### src/rtl/serial_parity_pkg.sv
`default_nettype none
// +--------------------------------------------------------------------------+
// | serial_parity_pkg                                                        |
// | Shared types and constants for the serial parity framer.                 |
// | Revision: 1.0                                                            |
// +--------------------------------------------------------------------------+
package serial_parity_pkg;

  typedef enum logic [0:0] {
    ST_DATA = 1'b0,
    ST_PAR  = 1'b1
  } state_t;

  localparam logic PAR_EVEN = 1'b0;
  localparam logic PAR_ODD  = 1'b1;

  localparam int FRAME_CNT_W = 16;

endpackage
`default_nettype wire

### src/rtl/parity_out_reg.sv
`default_nettype none
// +--------------------------------------------------------------------------+
// | parity_out_reg                                                           |
// | One-deep valid/ready output register with a slot-free indication.       |
// | Revision: 1.0                                                            |
// +--------------------------------------------------------------------------+
module parity_out_reg (
  input  logic clk,
  input  logic reset,
  input  logic load,
  input  logic load_bit,
  input  logic load_is_par,
  input  logic out_ready,
  output logic out_valid,
  output logic out_bit,
  output logic out_is_par,
  output logic slot_free
);

  assign slot_free = !out_valid || out_ready;

  always_ff @(posedge clk) begin
    if (reset) begin
      out_valid  <= 1'b0;
      out_bit    <= 1'b0;
      out_is_par <= 1'b0;
    end else if (load) begin
      out_valid  <= 1'b1;
      out_bit    <= load_bit;
      out_is_par <= load_is_par;
    end else if (out_valid && out_ready) begin
      out_valid  <= 1'b0;
    end
  end

endmodule
`default_nettype wire

### src/rtl/serial_parity_framer.sv
`default_nettype none
// +--------------------------------------------------------------------------+
// | serial_parity_framer                                                     |
// | Frames a serial bit stream and inserts a parity bit after each frame.   |
// | Optional frame counter enabled by SERIAL_PARITY_FRAME_CNT_EN.           |
// | Revision: 1.0                                                            |
// +--------------------------------------------------------------------------+
module serial_parity_framer
  import serial_parity_pkg::*;
#(
  parameter int DATA_BITS = 8,
  parameter int CNT_W     = $clog2(DATA_BITS)
) (
  input  logic clk,
  input  logic reset,
  input  logic odd_mode,
  input  logic in_valid,
  input  logic in_bit,
  output logic in_ready,
  output logic out_valid,
  output logic out_bit,
  output logic out_is_par,
  input  logic out_ready,
  output logic p,
  output logic frame_done
`ifdef SERIAL_PARITY_FRAME_CNT_EN
  ,
  input  logic                   cnt_clr,
  output logic [FRAME_CNT_W-1:0] frame_count
`endif
);

  localparam logic [CNT_W-1:0] c_last = CNT_W'(DATA_BITS - 1);

  state_t           r_state;
  logic [CNT_W-1:0] r_cnt;
  logic             r_acc;
  logic             r_odd_q;

  logic w_slot_free;
  logic w_accept;
  logic w_par_load;
  logic w_par;

  assign in_ready   = (r_state == ST_DATA) && w_slot_free;
  assign w_accept   = in_valid && in_ready;
  assign w_par_load = (r_state == ST_PAR) && w_slot_free;
  assign w_par      = r_acc ^ r_odd_q;

  parity_out_reg u_out_reg (
    .clk         (clk),
    .reset       (reset),
    .load        (w_accept || w_par_load),
    .load_bit    (w_par_load ? w_par : in_bit),
    .load_is_par (w_par_load),
    .out_ready   (out_ready),
    .out_valid   (out_valid),
    .out_bit     (out_bit),
    .out_is_par  (out_is_par),
    .slot_free   (w_slot_free)
  );

  always_ff @(posedge clk) begin
    if (reset) begin
      r_state    <= ST_DATA;
      r_cnt      <= '0;
      r_acc      <= 1'b0;
      r_odd_q    <= PAR_EVEN;
      p          <= 1'b0;
      frame_done <= 1'b0;
    end else begin
      frame_done <= 1'b0;
      case (r_state)
        ST_DATA: begin
          if (w_accept) begin
            // First bit of a frame latches the parity mode and restarts the XOR.
            if (r_cnt == '0) begin
              r_odd_q <= odd_mode;
              r_acc   <= in_bit;
            end else begin
              r_acc   <= r_acc ^ in_bit;
            end
            if (r_cnt == c_last) begin
              r_cnt   <= '0;
              r_state <= ST_PAR;
            end else begin
              r_cnt   <= r_cnt + 1'b1;
            end
          end
        end
        ST_PAR: begin
          if (w_slot_free) begin
            p          <= w_par;
            frame_done <= 1'b1;
            r_acc      <= 1'b0;
            r_state    <= ST_DATA;
          end
        end
        default: r_state <= ST_DATA;
      endcase
    end
  end

`ifdef SERIAL_PARITY_FRAME_CNT_EN
  // A clear coinciding with a completed frame counts that frame.
  always_ff @(posedge clk) begin
    if (reset) begin
      frame_count <= '0;
    end else if (cnt_clr) begin
      frame_count <= frame_done ? FRAME_CNT_W'(1) : '0;
    end else if (frame_done && (frame_count != '1)) begin
      frame_count <= frame_count + 1'b1;
    end
  end
`endif

endmodule
`default_nettype wire

### config.mk
export PLATFORM = sky130hd
export DESIGN_NAME = serial_parity_framer
export DESIGN_NICKNAME = d
export VERILOG_FILES = /design/src/rtl/serial_parity_pkg.sv /design/src/rtl/parity_out_reg.sv /design/src/rtl/serial_parity_framer.sv
export SDC_FILE = /design/constraint.sdc
export NUM_CORES = 1
export LEC_CHECK = 0
export CORE_AREA = 2 2 39 41
export DETAILED_ROUTE_END_ITERATION = 10
export DIE_AREA = 0 0 41 43
export PLACE_DENSITY = 0.75
export SYNTH_ARGS = -nofsm -noshare
export SYNTH_HDL_FRONTEND = slang
export SYNTH_HIERARCHICAL = 1
export SYNTH_SLANG_ARGS = --single-unit
### constraint.sdc
create_clock -name clk -period 1.5 [get_ports clk]
set_clock_uncertainty 0.15 [all_clocks]
set_input_delay 0.15 -clock clk [delete_from_list [all_inputs] [get_ports clk]]
set_output_delay 0.15 -clock clk [all_outputs]
set_load 0.02 [all_outputs]
======== Yosys cells after proc, flatten, opt, wreduce, memory -nomap -nowiden ========
Cells that the tools add are included.
operators by class
  add/subtract/negate cells ............... 1
  eq/ne operators ......................... 3
  muxes and demuxes ....................... 13
  bitwise logic cells ..................... 3
  reduce and logical (&&, ||, !) cells .... 14
operators with widths
  cell                                                                     count
  1-bit 2-to-1 mux                                                         10
  2-bit AND reduction                                                      3
  1-bit logical AND                                                        4
  1-bit case mux with 2 select lines                                       2
  3-bit by 1-bit adder with 3-bit output, second input constant            1
  3-bit equality test, second input constant                               1
  3-bit logical NOT                                                        1
  3-bit 2-to-1 mux                                                         1
  3-bit AND reduction                                                      1
  1-bit logical OR                                                         2
  2-bit by 1-bit inequality test with 1-bit output, second input constant  1
  2-bit inequality test, second input constant                             1
  2-bit nonzero test                                                       1
  2-bit OR reduction                                                       1
  1-bit bitwise XOR                                                        2
  1-bit logical NOT                                                        1
  1-bit NOT                                                                1
storage, ports and cells
  bits in registers ....................... 11
  bits of input ports ..................... 6
  output and inout port bits .............. 6
  logic and storage cells ................. 43

======== Depth between registers and ports, before layout ========
Gate-level depths: netlist (run 1).
  depth after elaboration ................. 6
  gate-level depth with buffers ........... 7
  mapped depth without buffers ............ 6

======== By module ========
The synthesis (run 1) kept the hierarchy.
by module, submodules not included
  module                times used  cells each  area each (µm²)  sequential area each (µm²)
  serial_parity_framer  1           50          435.4            160.2
  parity_out_reg        1           10          110.1            60.1

======== Worst setup path before layout (run 1) ========
Ideal clock, no wire load.
  path kind ............................... flip-flop to flip-flop
  start point ............................. register u_out_reg.out_valid
  end point ............................... register r_state
  setup time .............................. 126 ps
  data arrival time ....................... 1073 ps
  required time ........................... 1224 ps
  path slack .............................. 151 ps
  stages on the path, launching flop included .. 6
  path buffers ............................ 1
  period minus slack after synthesis ...... 1349 ps
  path through ............................ dfxtp_1 -> nand2b_4 -> buf_4 -> and3b_2 -> a21oi_1 -> nor2_1
on the way
  longest elaborated chain between the ends .. 6
  elaborated cells between the ends (all ways) .. 7
  those cells by class .................... mux (3); reduce/logical (4)
ends and longest elaborated chain
  element                               RTL line                    text
  from (decl)                           parity_out_reg.sv:14        output logic out_valid,
  from (signal assigned)                parity_out_reg.sv:24        out_valid <= 1'b0;
  from (signal assigned)                parity_out_reg.sv:28        out_valid <= 1'b1;
  from (signal assigned)                parity_out_reg.sv:32        out_valid <= 1'b0;
  1-bit logical NOT *                   parity_out_reg.sv:20        assign slot_free = !out_valid || out_ready;
  1-bit logical OR *                    parity_out_reg.sv:20
  named net w_slot_free                 serial_parity_framer.sv:40  logic w_slot_free;
  1-bit logical AND                     serial_parity_framer.sv:45  assign in_ready = (r_state == ST_DATA) && w_slot_free;
  1-bit logical AND                     serial_parity_framer.sv:46  assign w_accept = in_valid && in_ready;
  1-bit 2-to-1 mux                      serial_parity_framer.sv:75  if (w_accept) begin
  1-bit case mux with 2 select lines *  serial_parity_framer.sv:73  case (r_state)
  to (signal assigned)                  serial_parity_framer.sv:65  r_state <= ST_DATA;
  to (signal assigned)                  serial_parity_framer.sv:85  r_state <= ST_PAR;
  to (signal assigned)                  serial_parity_framer.sv:96  r_state <= ST_DATA;
  to (decl)                             serial_parity_framer.sv:35  state_t r_state;
Mark *: on every way through the listed nets, which the timed path passes. The rest lies on a longest branch.
A chain may end at the register's enable or synchronous reset.

======== Final worst setup path (run 1) ========
  start point ............................. input out_ready
  end point ............................... output in_ready
on the way
  longest elaborated chain between the ends .. 2
ends and longest elaborated chain
  element                RTL line                    text
  from (decl)            serial_parity_framer.sv:23  input logic out_ready,
  1-bit logical OR       parity_out_reg.sv:20
  named net w_slot_free  serial_parity_framer.sv:40
  1-bit logical AND      serial_parity_framer.sv:45
  to (decl)              serial_parity_framer.sv:19  output logic in_ready,
The timed path passes the listed nets, and every way through them passes these cells.

==> results of run 1 <==
## cells in the mapped netlist (2+ instances only)
cell type / instances / area [µm²]
nand2_1: 6 / 22.5
ha_1: 3 / 37.5
dfxtp_1: 11 / 220
mux2i_1: 3 / 30.0
a21oi_1: 7 / 35.0
inv_1: 4 / 15.0
o21ai_0: 2 / 10.0
nor2_1: 7 / 26.3
## layout make-up
cell class / count / area [µm²]
Clock buffer: 4 / 26.3
Tap cell: 16 / 20.0
Inverter: 4 / 15.0
Fill cell: 138 / 667
Multi-Input combinational cell: 42 / 288
Sequential cell: 11 / 223
Timing Repair Buffer: 16 / 145
## worst paths after layout
check             slack (ps)       end  depth (start not counted)
hold / removal           330  r_cnt[1]                          2
setup reg to reg          80  r_cnt[0]                          4
hold reg to reg          330  r_cnt[1]                          2
setup / recovery          70  in_ready                          4
## kinds of logic (layout without fill, tap and decap cells)
family | count (synthesis) | in the layout | share of synthesized area, %
xor gates and xnor gates | 1 | 1 | 1.61
DFF | 11 | 11 | 40.4
and+or+nand+nor | 23 | 23 | 26.1
buffers and inverters | 7 | 24 | 6.88
muxes | 3 | 3 | 5.50
AOI/OAI and AO/OA | 12 | 12 | 12.6
adders and majority gates | 3 | 3 | 6.88
## power by group through the flow
stage                     Clock, mW  Sequential, mW  Combinational, mW
after floorplan                   0           0.323             0.0555
after global placement            0           0.319             0.0958
after detailed placement          0           0.320             0.0970
after CTS                     0.203           0.313             0.0942
after global routing          0.221           0.316              0.104
final                         0.198           0.314             0.0925
## routing by layer
metal,vias to the layer above,track usage (%),part of all wire (%)
met4,0,6.00,0.82
met5,-,0,0
met1,194,17.4,47
li1,239,-,-
met3,2,4.71,5.1
met2,8,20.9,47
## state kept, by name, indices dropped and copies added, names as in the netlist
| name | cells |
|---|---|
| frame_done | 1 |
| p | 1 |
| r_acc | 1 |
| r_cnt | 3 |
| r_odd_q | 1 |
| r_state | 1 |
| u_out_reg/out_bit | 1 |
| u_out_reg/out_is_par | 1 |
| u_out_reg/out_valid | 1 |
## critical path, stage by stage
cell and delay (ps):
clkdlybuf4s50_1 450, nand2b_4 120, and2b_1 120, clkdlybuf4s15_1 300
## per-stage QoR
stage / std cells / TNS, ps / hold slack (ps) / setup WS (ps) / cell area, µm²
6_report: 93 / 0 / 327 / 68.2 / 717
5_1_grt: 93 / 0 / 343 / 2.73 / 717
4_1_cts: 93 / 0 / 330 / 20.6 / 711
3_5_place_dp: 89 / -1040 / 321 / -226 / 691
3_3_place_gp: 89 / -950 / 313 / -244 / 691
2_1_floorplan: 60 / 0 / 69.1 / 151 / 546
==> impl_metrics.yaml, run 1 <==
worst_setup_path:
  worstPathMaxFanout: 2
  startpoint: "out_ready"
  critPathCaptureType: "output port"
  cp.required_ps: 1200
  path_class: "in -> out"
  startpoint_type: "primary input"
  arrival_ps: 1130
  worstReg2RegStart: "r_cnt[0]"
clocking:
  clk_latency_ps: 260
  cts_buffers: 3
  cts_resized: 5
  clock_path_buffers: 2
  hold_buffers: 0
  clk_pin_slew_worst_paths_ps: 70
  cts_max_level: 1
  cts_setup_buffers: 0
  cts_tree: "built"
  clockRootBuffer: "clkbuf_4"
  clock_sinks: 11
synthesis:
  yosys_warnings: 6
  synth_cell_types: 25
  synth-seq-cells: 11
  synth_nets: 69
  yosysSeqAreaShare_pct: 40.4
  netlist_area_um2: 546
  avgSynthCellArea_um2: 9.09
  syn-instance-count: 60
  ys_async_sr_fraction_pct: 0
  ys.flop_type: "dfxtp_1"
  synth-edff-count: 0
power:
  power.density_nw_per_um2: 842
  switching_power_mw: 0.149
  ir_drop_mv: 0.476
  power_mw: 0.604
  swShare_pct: 24.7
  p_seq_share_pct: 52.0
  pwr-share-clk_pct: 32.7
  intPower_mw: 0.455
  cellLeakagePower_nw: 0.348
  pwr-share-comb_pct: 15.3
timing:
  setup_viol: 0
  tightest_slew_ps: 401
  finalCritPeriodShare_pct: 95.5
  slew_headroom_pct: 73.2
  maxSlewViolCount: 0
  post-route-min-period_ps: 1430
  finalHoldViolCount: 0
  rsz0062_at_grt: "false"
  clock.fmax_mhz: 698
layout:
  area_delta_synth_final_pct: 31.4
  fin_nets: 87
  post-route-util_pct: 51.8
  mostFrequentLayoutCells: "dfxtp_1 (9), nor2_1 (7), a21oi_1 (7)"
  diodes: 0
  drive_gt1_share_pct: 18.2
  layout_commonest_cell: "dfxtp_1"
routing:
  first_pass_iters: 4
  drt_iter0_markers: 3
  drc: 0
  wire_per_inst_um: 10.5
  routed_wirelength_um: 974
  vias_per_cell: 4.76
  antenna_left: 0
  vias: 443
min_path:
  hp-class: "reg -> reg"
  hold_path_startpoint: "r_cnt[1]"
floorplanning:
  die_w_um: 41
  initial_core_util_pct: 39.4
  rows: 14
  die_height_um: 43
  io_pins: 12
  core_um2: 1380
  die-area_um2: 1760
global_routing:
  grt_pass1_wl_mm: 1.65
  track_usage_pct: 14.0
  antenna_found_initial: 0
  grt_start_max_net_pins: 12
  grt_pass1_vias: 409
  overflow: 0
place:
  portBuffers: 11
  post-dp-hpwl_um: 740
  gp_congestion: 0.736
status:
  status: "finished clean"
job:
  cap_violations: 0
Power figures use the tool's default switching activity.
==> run 2, diff against run 1 <==
--- a/config.mk
+++ b/config.mk
@@ -8,6 +8,7 @@
 export CORE_AREA = 2 2 39 41
 export DETAILED_ROUTE_END_ITERATION = 10
 export DIE_AREA = 0 0 41 43
+export GPL_ROUTABILITY_DRIVEN = 0
 export PLACE_DENSITY = 0.75
 export SYNTH_ARGS = -nofsm -noshare
 export SYNTH_HDL_FRONTEND = slang
==> results of run 2 <==
Same layout as run 1: the final DEF is identical, and so are final timing and power.
==> run 3, diff against run 2 <==
--- a/config.mk
+++ b/config.mk
@@ -9,6 +9,7 @@
 export DETAILED_ROUTE_END_ITERATION = 10
 export DIE_AREA = 0 0 41 43
 export GPL_ROUTABILITY_DRIVEN = 0
+export MAX_ROUTING_LAYER = met4
 export PLACE_DENSITY = 0.75
 export SYNTH_ARGS = -nofsm -noshare
 export SYNTH_HDL_FRONTEND = slang
==> results of run 3 <==
Same layout as run 1: the final DEF is identical, and so are final timing and power.
Main changes from that run: overall routing resource usage 14.0% -> 14.3%
